<file path="config.mk">
export PLATFORM = sky130hd
export DESIGN_NAME = fir_sched
export DESIGN_NICKNAME = d
export VERILOG_FILES = /design/src/rtl/fir_sched.sv
export SDC_FILE = /design/constraint.sdc
export NUM_CORES = 1
export LEC_CHECK = 0
export CAP_MARGIN = 20
export CELL_PAD_IN_SITES_DETAIL_PLACEMENT = 0
export CELL_PAD_IN_SITES_GLOBAL_PLACEMENT = 1
export CORE_ASPECT_RATIO = 2
export CORE_UTILIZATION = 54
export CTS_BUF_LIST = sky130_fd_sc_hd__clkbuf_8 sky130_fd_sc_hd__clkbuf_16
export DETAILED_ROUTE_END_ITERATION = 10
export DONT_BUFFER_PORTS = 1
export PLACE_DENSITY_LB_ADDON = 0.05
export SLEW_MARGIN = 5
export SYNTH_ARGS = -nofsm -noshare
export SYNTH_HDL_FRONTEND = slang
export SYNTH_SLANG_ARGS = --single-unit
</file>
<file path="constraint.sdc">
create_clock -name clock -period 3.95 [get_ports clock]
set_clock_uncertainty 0.2 [all_clocks]
set_input_delay 0.79 -clock clock [delete_from_list [all_inputs] [get_ports clock]]
set_output_delay 0.79 -clock clock [all_outputs]
set_load 0.05 [all_outputs]
</file>
<file path="src/rtl/fir_sched.sv">
// FIR sequencing and coefficient-configuration controller: paces the filter with a
// programmable sample-enable strobe and double-buffers the tap coefficients.
module fir_sched #(
   parameter int NB_COEF = 8,
   parameter int N_TAPS  = 4,
   parameter int NB_ADDR = 2,
   parameter int NB_DIV  = 4
) (
   input  logic                        clock,
   input  logic                        i_reset,
   input  logic                        i_run,
   input  logic [NB_DIV-1:0]           i_div,
   input  logic                        i_coef_valid,
   input  logic [NB_ADDR-1:0]          i_coef_addr,
   input  logic [NB_COEF-1:0]          i_coef_data,
   output logic                        o_coef_ready,
   input  logic                        i_commit,
   output logic                        o_enable,
   output logic [N_TAPS*NB_COEF-1:0]   o_coefs,
   output logic                        o_swap,
   output logic                        o_pending
);

   localparam logic ST_IDLE = 1'b0;
   localparam logic ST_RUN  = 1'b1;

   logic                state;
   logic [NB_DIV-1:0]   cnt;
   logic [NB_DIV-1:0]   div_l;
   logic                pend;
   logic                swap;
   logic [NB_COEF-1:0]  shadow      [N_TAPS];
   logic [NB_COEF-1:0]  shadow_next [N_TAPS];
   logic [NB_COEF-1:0]  active      [N_TAPS];
   logic                enable;
   logic                wr_accept;

   assign enable       = (state == ST_RUN) && (cnt == div_l);
   assign wr_accept    = i_coef_valid && !pend;
   assign o_enable     = enable;
   assign o_coef_ready = !pend;
   assign o_pending    = pend;
   assign o_swap       = swap;

   // Shadow bank including this cycle's write, so a same-edge commit copies the merged value.
   always_comb begin
      for (int k = 0; k < N_TAPS; k++) begin
         shadow_next[k] = shadow[k];
      end
      if (wr_accept && (int'(i_coef_addr) < N_TAPS)) begin
         shadow_next[i_coef_addr] = i_coef_data;
      end
   end

   always_comb begin
      o_coefs = '0;
      for (int k = 0; k < N_TAPS; k++) begin
         o_coefs[k*NB_COEF +: NB_COEF] = active[k];
      end
   end

   // A swap in RUN waits for a strobe edge so one sample never mixes coefficient sets.
   always_ff @(posedge clock or negedge i_reset) begin
      if (!i_reset) begin
         state  <= ST_IDLE;
         cnt    <= '0;
         div_l  <= '0;
         pend   <= 1'b0;
         swap   <= 1'b0;
         shadow <= '{default: '0};
         active <= '{default: '0};
      end else begin
         swap   <= 1'b0;
         shadow <= shadow_next;
         case (state)
            ST_IDLE: begin
               if (i_commit) begin
                  active <= shadow_next;
                  swap   <= 1'b1;
               end
               if (i_run) begin
                  state <= ST_RUN;
                  cnt   <= '0;
                  div_l <= i_div;
               end
            end
            default: begin
               if (i_run) begin
                  if (pend && enable) begin
                     active <= shadow_next;
                     pend   <= 1'b0;
                     swap   <= 1'b1;
                  end else if (i_commit) begin
                     pend <= 1'b1;
                  end
                  if (cnt == div_l) begin
                     cnt   <= '0;
                     div_l <= i_div;
                  end else begin
                     cnt <= cnt + 1'b1;
                  end
               end else begin
                  // Leaving RUN flushes any outstanding commit so IDLE never holds a stale request.
                  if (pend || i_commit) begin
                     active <= shadow_next;
                     swap   <= 1'b1;
                  end
                  pend  <= 1'b0;
                  state <= ST_IDLE;
                  cnt   <= '0;
               end
            end
         endcase
      end
   end

endmodule

</file>
==> results.yml, run 1 <==
outcome:
  status: "finished clean"
power:
  total_power_mw: 2.937
  ir_drop_v: 0.0006157
  pwr_density_cell_nw_per_um2: 872.5
  p_leak_nw: 1.514
global_routing:
  grt_pass1_wl_um: 9183
  grt_max_degree: 76
  grt_pass1_vias: 1732
  track_usage_pct: 20.63
  antenna_found_initial: 0
  grt.overflow.total: 0
layout:
  fillers: 439
  layout-drive-gt1-share_pct: 48.48
  num_antenna_cells: 0
  area_growth_syn_to_layout_pct: 7.729
  multi_input_area_um2: 1159
  nets: 214
  ff_latch_area_um2: 1877
critical_path:
  path_max_fanout: 8
  reg2reg_to: "o_coefs[30]"
  rrSetupSlack_ns: 0.98
  worst_setup_path_start_kind: "register"
  ff2ff_path_depth: 4
  arrival_ns: 2.98
  cp.required_ns: 3.96
  path_class: "register to register"
  cp-end-kind: "register"
  reg2reg_from: "o_pending"
timing:
  fin_tns_setup_ns: 0
  slew_violations: 0
  fin_crit_sh_pct: 75.09
  worst_slew_pin_slew_ns: 0.6912
  fin_crit_ns: 2.966
  max_slew_margin_pct: 53.92
  setup_viol: 0
  fmax_ghz: 0.3372
  hold_violations: 0
  rsz0062_at_grt: "no"
synthesis:
  synth_cell_types: 26
  synth_top_area_cell: "dfrtp_1"
  synthCells: 186
  ys_top_cells_by_count: "75 x dfrtp_1, 39 x mux2_2, 29 x mux2_4"
  yosysWarnings: 0
  async_flop_share_pct: 100.0
  syn_nets: 206
  synth_top_cell_area_share_pct: 60.07
  synth_area_um2: 3124
  synth_edf_count: 0
  synthTopCellsByArea: "dfrtp_1 60%, mux2_2 14%, mux2_4 14%, buf_12 1.9%, xor2_2 1.0%"
  synth_flop_cell: "dfrtp_1"
  avgSynthCellArea_um2: 16.80
  yosysMostFrequentCell: "dfrtp_1"
  ys_seq_area_share_pct: 60.07
  synth_seq_cells: 75
routing:
  drtPass1Iterations: 4
  num_vias: 1530
  viasPerCell: 5.930
  wire_per_inst_um: 21.99
  drc: 0
  wl_um: 5674
  drt_iter0_drc: 70
  antenna_left: 0
clocking:
  clk_path_buf_depth: 2
  path_clk_slew_ns: 0.07
  clockRootBuffer: "clkbuf_8"
  numCtsBuffers: 9
  ctsResizeCount: 0
  htreeDepth: 3
  cts_tree: "yes"
  clock-sinks: 75
  clock_latency_ns: 0.33
floorplanning:
  start_util_pct: 56.65
  io_pins: 55
  die_h_um: 109.6
  rows: 38
  dieArea_um2: 6112
  die_x_um: 55.79
  core_area_um2: 5515
worst_hold_path:
  hold_path_class: "input pin to async pin"
place:
  post-dp-hpwl_um: 3972
  gp_congestion: 0.7517
  io_buffers: 0
job:
  maxCapViolations: 0
## final cells by class
type,count,share of cell area (%)
Multi-Input combinational cell,99,34.42
Timing Repair Buffer,5,1.710
Tap cell,60,2.230
Clock buffer,9,3.680
Inverter,4,0.4461
Sequential cell,75,55.76
Clock inverter,6,1.747
## how the worst max path moves through the flow
stage | from | to
4_1_cts | o_pending | o_coefs[30]
2_1_floorplan | o_pending | o_coefs[24]
3_5_place_dp | o_pending | o_coefs[25]
6_report | o_pending | o_coefs[30]
5_1_grt | o_pending | o_coefs[30]
3_3_place_gp | o_pending | o_coefs[24]
## timing repair
action | 4_1_cts | 5_1_grt
hold buffers | 1 | 0
setup buffers | 0 | 0
endpoints found under the hold margin | 75 | 0
## layer usage
metal / vias to the layer above / wire, µm / GRT usage [%]
met5: - / 0 / 0
met4: 0 / 59 / 7.500
met3: 5 / 304 / 5.882
met2: 57 / 3186 / 35.71
met1: 795 / 2124 / 24.39
li1: 673 / - / -
## placed cells by master, fill, tap and decap left out, drive strengths merged, types with 2 or more instances in the layout
| master | n |
|---|---|
| mux2 | 68 |
| nand2 | 4 |
| nor4bb | 2 |
| clkbuf | 9 |
| buf | 5 |
| inv | 5 |
| nand3 | 2 |
| xor2 | 5 |
| clkinvlp | 2 |
| a21oi | 2 |
| o32ai | 3 |
| nand2b | 2 |
| clkinv | 2 |
| dfrtp | 75 |
## cells by family after synthesis
kind of cell,Yosys count,share of synthesized area (%)
simple gates,14,3.164
flops,75,60.07
fa+ha+maj,1,0.4004
buf+inv,12,3.244
compound gates,10,2.964
xor+xnor,6,2.163
mux,68,27.99
## power by group
| part | leakage, nW | switching (mW) | total [mW] | internal, mW |
|---|---|---|---|---|
| Combinational | 0.522 | 0.200 | 0.546 | 0.346 |
| Sequential | 0.900 | 0.796 | 1.85 | 1.05 |
| Clock | 0.0923 | 0.259 | 0.543 | 0.284 |
| Total | 1.51 | 1.25 | 2.94 | 1.68 |
## registers in the layout (all words and copies together) (netlist names)
signal,cells
div_l,4
state,1
o_swap,1
cnt,4
shadow,32
o_coefs,32
o_pending,1
## critical path, stage by stage (launching register included)
cell	delay [ns]
dfrtp_1	0.65
inv_1	0.56
nand4_1	0.66
mux2_2	0.52
mux2_4	0.26
## metrics by stage
step	setup WS, ns	hold slack (ns)	std cells	util (%)	cell area [µm²]
after detailed placement	1.021	0.2814	242	57.21	3156
after global placement	1.089	0.2784	242	57.21	3156
after CTS	1.013	0.1366	258	61.03	3366
after floorplan	1.536	0.2681	186	-	3124
final	0.9841	0.1373	258	61.03	3366
after global routing	0.9413	0.1406	258	61.03	3366
(Power assumes the default switching activity.)
==> run 2, diff against run 1 <==
--- a/config.mk
+++ b/config.mk
@@ -9,7 +9,7 @@
 export CELL_PAD_IN_SITES_DETAIL_PLACEMENT = 0
 export CELL_PAD_IN_SITES_GLOBAL_PLACEMENT = 1
 export CORE_ASPECT_RATIO = 2
-export CORE_UTILIZATION = 54
+export CORE_UTILIZATION = 47
 export CTS_BUF_LIST = sky130_fd_sc_hd__clkbuf_8 sky130_fd_sc_hd__clkbuf_16
 export DETAILED_ROUTE_END_ITERATION = 10
 export DONT_BUFFER_PORTS = 1
==> constraint.sdc (replaced) <==
create_clock -name clock -period 2.5 [get_ports clock]
set_clock_uncertainty 0.2 [all_clocks]
set_input_delay 0.5 -clock clock [delete_from_list [all_inputs] [get_ports clock]]
set_output_delay 0.5 -clock clock [all_outputs]
set_load 0.05 [all_outputs]
==> results.yml, run 2 (synthesized netlist as in run 1, its figures left out) <==
place:
  pre_cts_ws_ns: 0.1767
  dpl.cell_count: 272
  io_buffers: 0
  place_area_um2: 3231
  gp_congestion: 0.8082
  post-dp-hpwl_um: 3881
job:
  maxCapViolations: 0
critical_path:
  cp-end-kind: "primary output"
  arrival_ns: 1.67
  worst_setup_path_start_kind: "register"
  critPathTopFamily: "simple AND/OR/NAND/NOR gates"
  crit_slowest_cell: "dfrtp_1"
  path_class: "register to primary output"
  worst-path-buf-inv: 0
  rrSetupSlack_ns: 0.17
  crit_path_max_incr_delay_ns: 0.44
  path_max_fanout: 4
  reg2reg_to: "o_coefs[7]"
  ff2ff_path_depth: 5
  path_cells: "xor2_2, nor4_2, and2_4"
  reg2reg_from: "cnt[2]"
  cp.required_ns: 1.80
worst_hold_path:
  whs_path_depth: 1
  min_delay_worst_endpoint: "cnt[0]"
  holdCritStartpoint: "i_run"
  hold_path_class: "input pin to register"
clocking:
  clk_path_buf_depth: 2
  htreeDepth: 3
  clock-sinks: 75
  cts_setup_buffers: 0
  clockRootBuffer: "clkbuf_16"
  cts_tree: "yes"
  path_clk_slew_ns: 0.05
  numCtsBuffers: 9
  clock_latency_ns: 0.33
global_routing:
  grt.overflow.total: 0
  grt_pass1_vias: 1695
  met2_usage_pct: 28.33
  grt_pass1_wl_um: 8956
  track_usage_pct: 18.10
  gr-usage-met3_pct: 6.174
  antenna_found_initial: 0
  grt_max_degree: 76
  grt-busiest-layer: "met2"
  use_met1_pct: 21.48
routing:
  antenna_left: 0
  drt_iter0_drc: 56
  num_vias: 1538
  wl_um: 5716
  drtPass1Iterations: 4
  viasPerCell: 5.285
  wire_per_inst_um: 19.64
  drc: 0
layout:
  layout_common_cells: "75 x dfrtp_1, 39 x mux2_2, 29 x mux2_4, 9 x clkbuf_16, 7 x buf_4"
  layout-drive-gt1-share_pct: 49.27
  layout_commonest_cell: "dfrtp_1"
  area_growth_syn_to_layout_pct: 15.50
  num_antenna_cells: 0
  design_area_um2: 3608
  nets: 220
  final_cells: 291
timing:
  fin_crit_sh_pct: 94.88
  setup_viol: 0
  max_slew_margin_pct: 60.69
  hold_violations: 0
  slew_violations: 0
  fin_ws_ns: 0.1280
  rsz0062_at_grt: "no"
  fmax_ghz: 0.4216
  fin_crit_ns: 2.372
  fin_tns_setup_ns: 0
  worst_slew_pin_slew_ns: 0.5879
floorplanning:
  dieArea_um2: 6997
  die_h_um: 117.3
  core_area_um2: 6361
  rows: 41
  die_x_um: 59.65
  io_pins: 55
  start_util_pct: 49.11
power:
  pwr_density_cell_nw_per_um2: 1436
  ir_drop_v: 0.0007972
  p_leak_nw: 1.617
  total_power_mw: 5.182
outcome:
  status: "finished clean"
-- run 2: layout make-up --
class | instances | area [µm²]
fillers | 535 | 2753
multi-input cells | 99 | 1160
well taps | 86 | 107.6
repair buffers | 11 | 120.1
clock buffers | 11 | 252.7
flip-flops and latches | 75 | 1877
inverters | 4 | 15.01
clock inverters | 5 | 76.32
-- run 2: repair_timing --
item,CTS,global route
setup endpoints to repair,0,1
hold buffers,3,0
gates resized for setup,0,1
hold endpoints to repair,76,0
-- run 2: where the power goes --
| group | internal (mW) | switching [mW] |
|---|---|---|
| clock | 0.922 | 0.463 |
| sequential | 1.66 | 1.23 |
| combinational | 0.570 | 0.330 |
| total | 3.16 | 2.03 |
-- run 2: how the worst max path moves through the flow --
stage | from | endpoint | cells after the start
6_report | cnt[2] | o_enable | 3
5_1_grt | cnt[2] | o_enable | 3
4_1_cts | cnt[3] | o_enable | 3
3_5_place_dp | cnt[3] | o_coefs[18] | 5
3_3_place_gp | cnt[2] | o_coefs[3] | 5
2_1_floorplan | o_pending | o_coefs[24] | 4
-- run 2: metal layers --
layer	wire, µm	part of all wire, %	up-vias
met5	0	0	-
met4	130	2.3	0
met3	332	5.8	12
met2	2940	51	49
met1	2312	40	792
li1	-	-	685
-- run 2: through the flow --
stage               hold slack (ns)  util [%]
global route                0.06566     56.73
finish                      0.07833     56.73
CTS                         0.06630     56.71
detailed placement         0.005854     50.79
global placement           0.005852     50.79
floorplan                  0.004409         -
==> run 3, diff against run 2 <==
--- a/config.mk
+++ b/config.mk
@@ -5,11 +5,12 @@
 export SDC_FILE = /design/constraint.sdc
 export NUM_CORES = 1
 export LEC_CHECK = 0
+export ABC_AREA = 1
 export CAP_MARGIN = 20
 export CELL_PAD_IN_SITES_DETAIL_PLACEMENT = 0
 export CELL_PAD_IN_SITES_GLOBAL_PLACEMENT = 1
 export CORE_ASPECT_RATIO = 2
-export CORE_UTILIZATION = 47
+export CORE_UTILIZATION = 43
 export CTS_BUF_LIST = sky130_fd_sc_hd__clkbuf_8 sky130_fd_sc_hd__clkbuf_16
 export DETAILED_ROUTE_END_ITERATION = 10
 export DONT_BUFFER_PORTS = 1
==> results.yml, run 3 <==
clocking:
  hold_buffers: 3
  clockRootBuffer: "clkbuf_16"
  ctsResizeCount: 0
  cts_setup_buffers: 0
  cts_tree: "yes"
  clock-sinks: 75
  clk_path_buf_depth: 2
  clock_latency_ns: 0.33
  path_clk_slew_ns: 0.05
  htreeDepth: 3
  numCtsBuffers: 9
power:
  pwr_density_cell_nw_per_um2: 1102
  ir_drop_v: 0.0005005
  total_power_mw: 3.808
  p_leak_nw: 1.791
routing:
  antenna_left: 0
  wl_um: 6663
  drtPass1Iterations: 4
  viasPerCell: 4.944
  wire_per_inst_um: 15.68
  num_vias: 2101
  drt_iter0_drc: 186
  drc: 0
synthesis:
  synthTopCellsByArea: "dfrtp_1 61%, nand2_1 14%, nand3_1 5.4%, o21ai_0 4.6%, inv_1 2.8%"
  synth_flop_cell: "dfrtp_1"
  synthCells: 326
  synth_seq_cells: 75
  synth_top_area_cell: "dfrtp_1"
  avgSynthCellArea_um2: 9.430
  ys_seq_area_share_pct: 61.05
  synth_cell_types: 21
  yosysMostFrequentCell: "nand2_1"
  ys_top_cells_by_count: "117 x nand2_1, 75 x dfrtp_1, 33 x nand3_1"
  synth_area_um2: 3074
  syn_nets: 346
  synth_top_cell_area_share_pct: 61.05
  synth_edf_count: 0
  async_flop_share_pct: 100.0
  yosysWarnings: 0
critical_path:
  reg2reg_from: "cnt[0]"
  cp.required_ns: 1.80
  crit_path_max_incr_delay_ns: 0.40
  path_class: "register to primary output"
  path_max_fanout: 4
  crit_slowest_cell: "dfrtp_1"
  arrival_ns: 1.48
  path_cells: "inv_1, nand2_1, nand2_1, nor2_1, nand2_1, nor2_1, buf_4"
  critPathTopFamily: "simple AND/OR/NAND/NOR gates"
  cp-end-kind: "primary output"
  cp.depth: 7
  worst_setup_path_start_kind: "register"
  ff2ff_path_depth: 9
  worst-path-buf-inv: 2
  crit_start: "cnt[0]"
  critPathMostFrequentCell: "nand2_1"
timing:
  fin_tns_setup_ns: 0
  rsz0062_at_grt: "no"
  setup_viol: 0
  max_slew_margin_pct: 65.85
  fin_crit_ns: 2.183
  fmax_ghz: 0.4580
  worst_slew_pin_slew_ns: 0.5103
  hold_violations: 0
  fin_crit_sh_pct: 87.34
  slew_violations: 0
global_routing:
  grt.overflow.total: 0
  grt_pass1_wl_um: 10650
  track_usage_pct: 20.00
  grt_pass1_vias: 2092
  antenna_found_initial: 0
  grt_max_degree: 76
floorplanning:
  start_util_pct: 44.29
  rows: 43
  dieArea_um2: 7512
  die_h_um: 121.6
  core_area_um2: 6940
  io_pins: 55
  die_x_um: 61.79
place:
  io_buffers: 0
  post-dp-hpwl_um: 4388
  gp_congestion: 0.7362
layout:
  num_antenna_cells: 0
  area_growth_syn_to_layout_pct: 12.41
  nets: 351
  layout-drive-gt1-share_pct: 10.15
  layout_common_cells: "117 x nand2_1, 75 x dfrtp_1, 33 x nand3_1, 28 x o21ai_0, 25 x inv_1"
  layout_commonest_cell: "nand2_1"
worst_hold_path:
  hold_path_class: "input pin to register"
  holdCritStartpoint: "i_div[2]"
  whs_path_depth: 2
job:
  maxCapViolations: 0
outcome:
  status: "finished clean"
run 3: cell types whose count changed after synthesis, sizes merged, moves of 2 or more:
cell | previous run | this run
nor2 | 0 | 9
buf | 4 | 13
clkbuf | 4 | 0
nor4bb | 2 | 0
a21oi | 2 | 5
nand2 | 4 | 119
mux2 | 68 | 0
nand2b | 2 | 0
o32ai | 3 | 0
o21ai | 1 | 39
xor2 | 5 | 2
inv | 4 | 25
nand3 | 2 | 37
run 3: layout make-up:
class                           instances  area, µm²
Fill cell                             659       3485
Sequential cell                        75       1877
Multi-Input combinational cell        213      999.7
Clock buffer                           11      252.7
Tap cell                               90      112.6
Inverter                               25      93.84
Timing Repair Buffer                    7      77.57
Clock inverter                          4      42.54
run 3: logic make-up after synthesis:
kind of cell / after synthesis / synth area share (%)
AND/OR/NAND/NOR: 166 / 23.52
flip-flops: 75 / 61.05
AO/OA/AOI/OAI: 44 / 8.018
buffers and inverters: 38 / 6.430
XOR/XNOR: 2 / 0.5699
adder cells (fa/ha/maj): 1 / 0.4069
run 3: layer usage:
metal	vias up	global-route usage (%)	part of all wire, %
li1	1043	-	-
met1	983	24.93	42
met2	63	31.52	51
met3	12	5.520	5.1
met4	0	8.889	2.2
met5	-	0	0
run 3: path summary, 6_finish.rpt:
check | end | slack (ns)
setup / recovery | o_enable | 0.32
hold / removal | div_l[2] | 0.13
setup reg to reg | o_coefs[10] | 0.46
hold reg to reg | shadow[29] | 0.27
max in group asynchronous | cnt[3] | 1.28
min in group asynchronous | o_coefs[14] | 0.53
run 3: power breakdown:
group	switching (mW)	leakage [nW]	internal (mW)	total (mW)
Combinational	0.300	0.693	0.156	0.456
Clock	0.469	0.154	0.812	1.28
Sequential	0.600	0.945	1.47	2.07
run 3: through the flow:
step           hold WS (ns)  instance area [µm²]  cells  util [%]  worst slack (ns)
2_1_floorplan      0.004409                 3074    326         -            0.3908
3_3_place_gp       0.005785                 3113    407     44.85            0.4692
5_1_grt              0.1274                 3456    425     49.79            0.1656
6_report             0.1293                 3456    425     49.79            0.3165
3_5_place_dp       0.006320                 3113    407     44.85            0.4399
4_1_cts              0.1209                 3456    425     49.79            0.2919
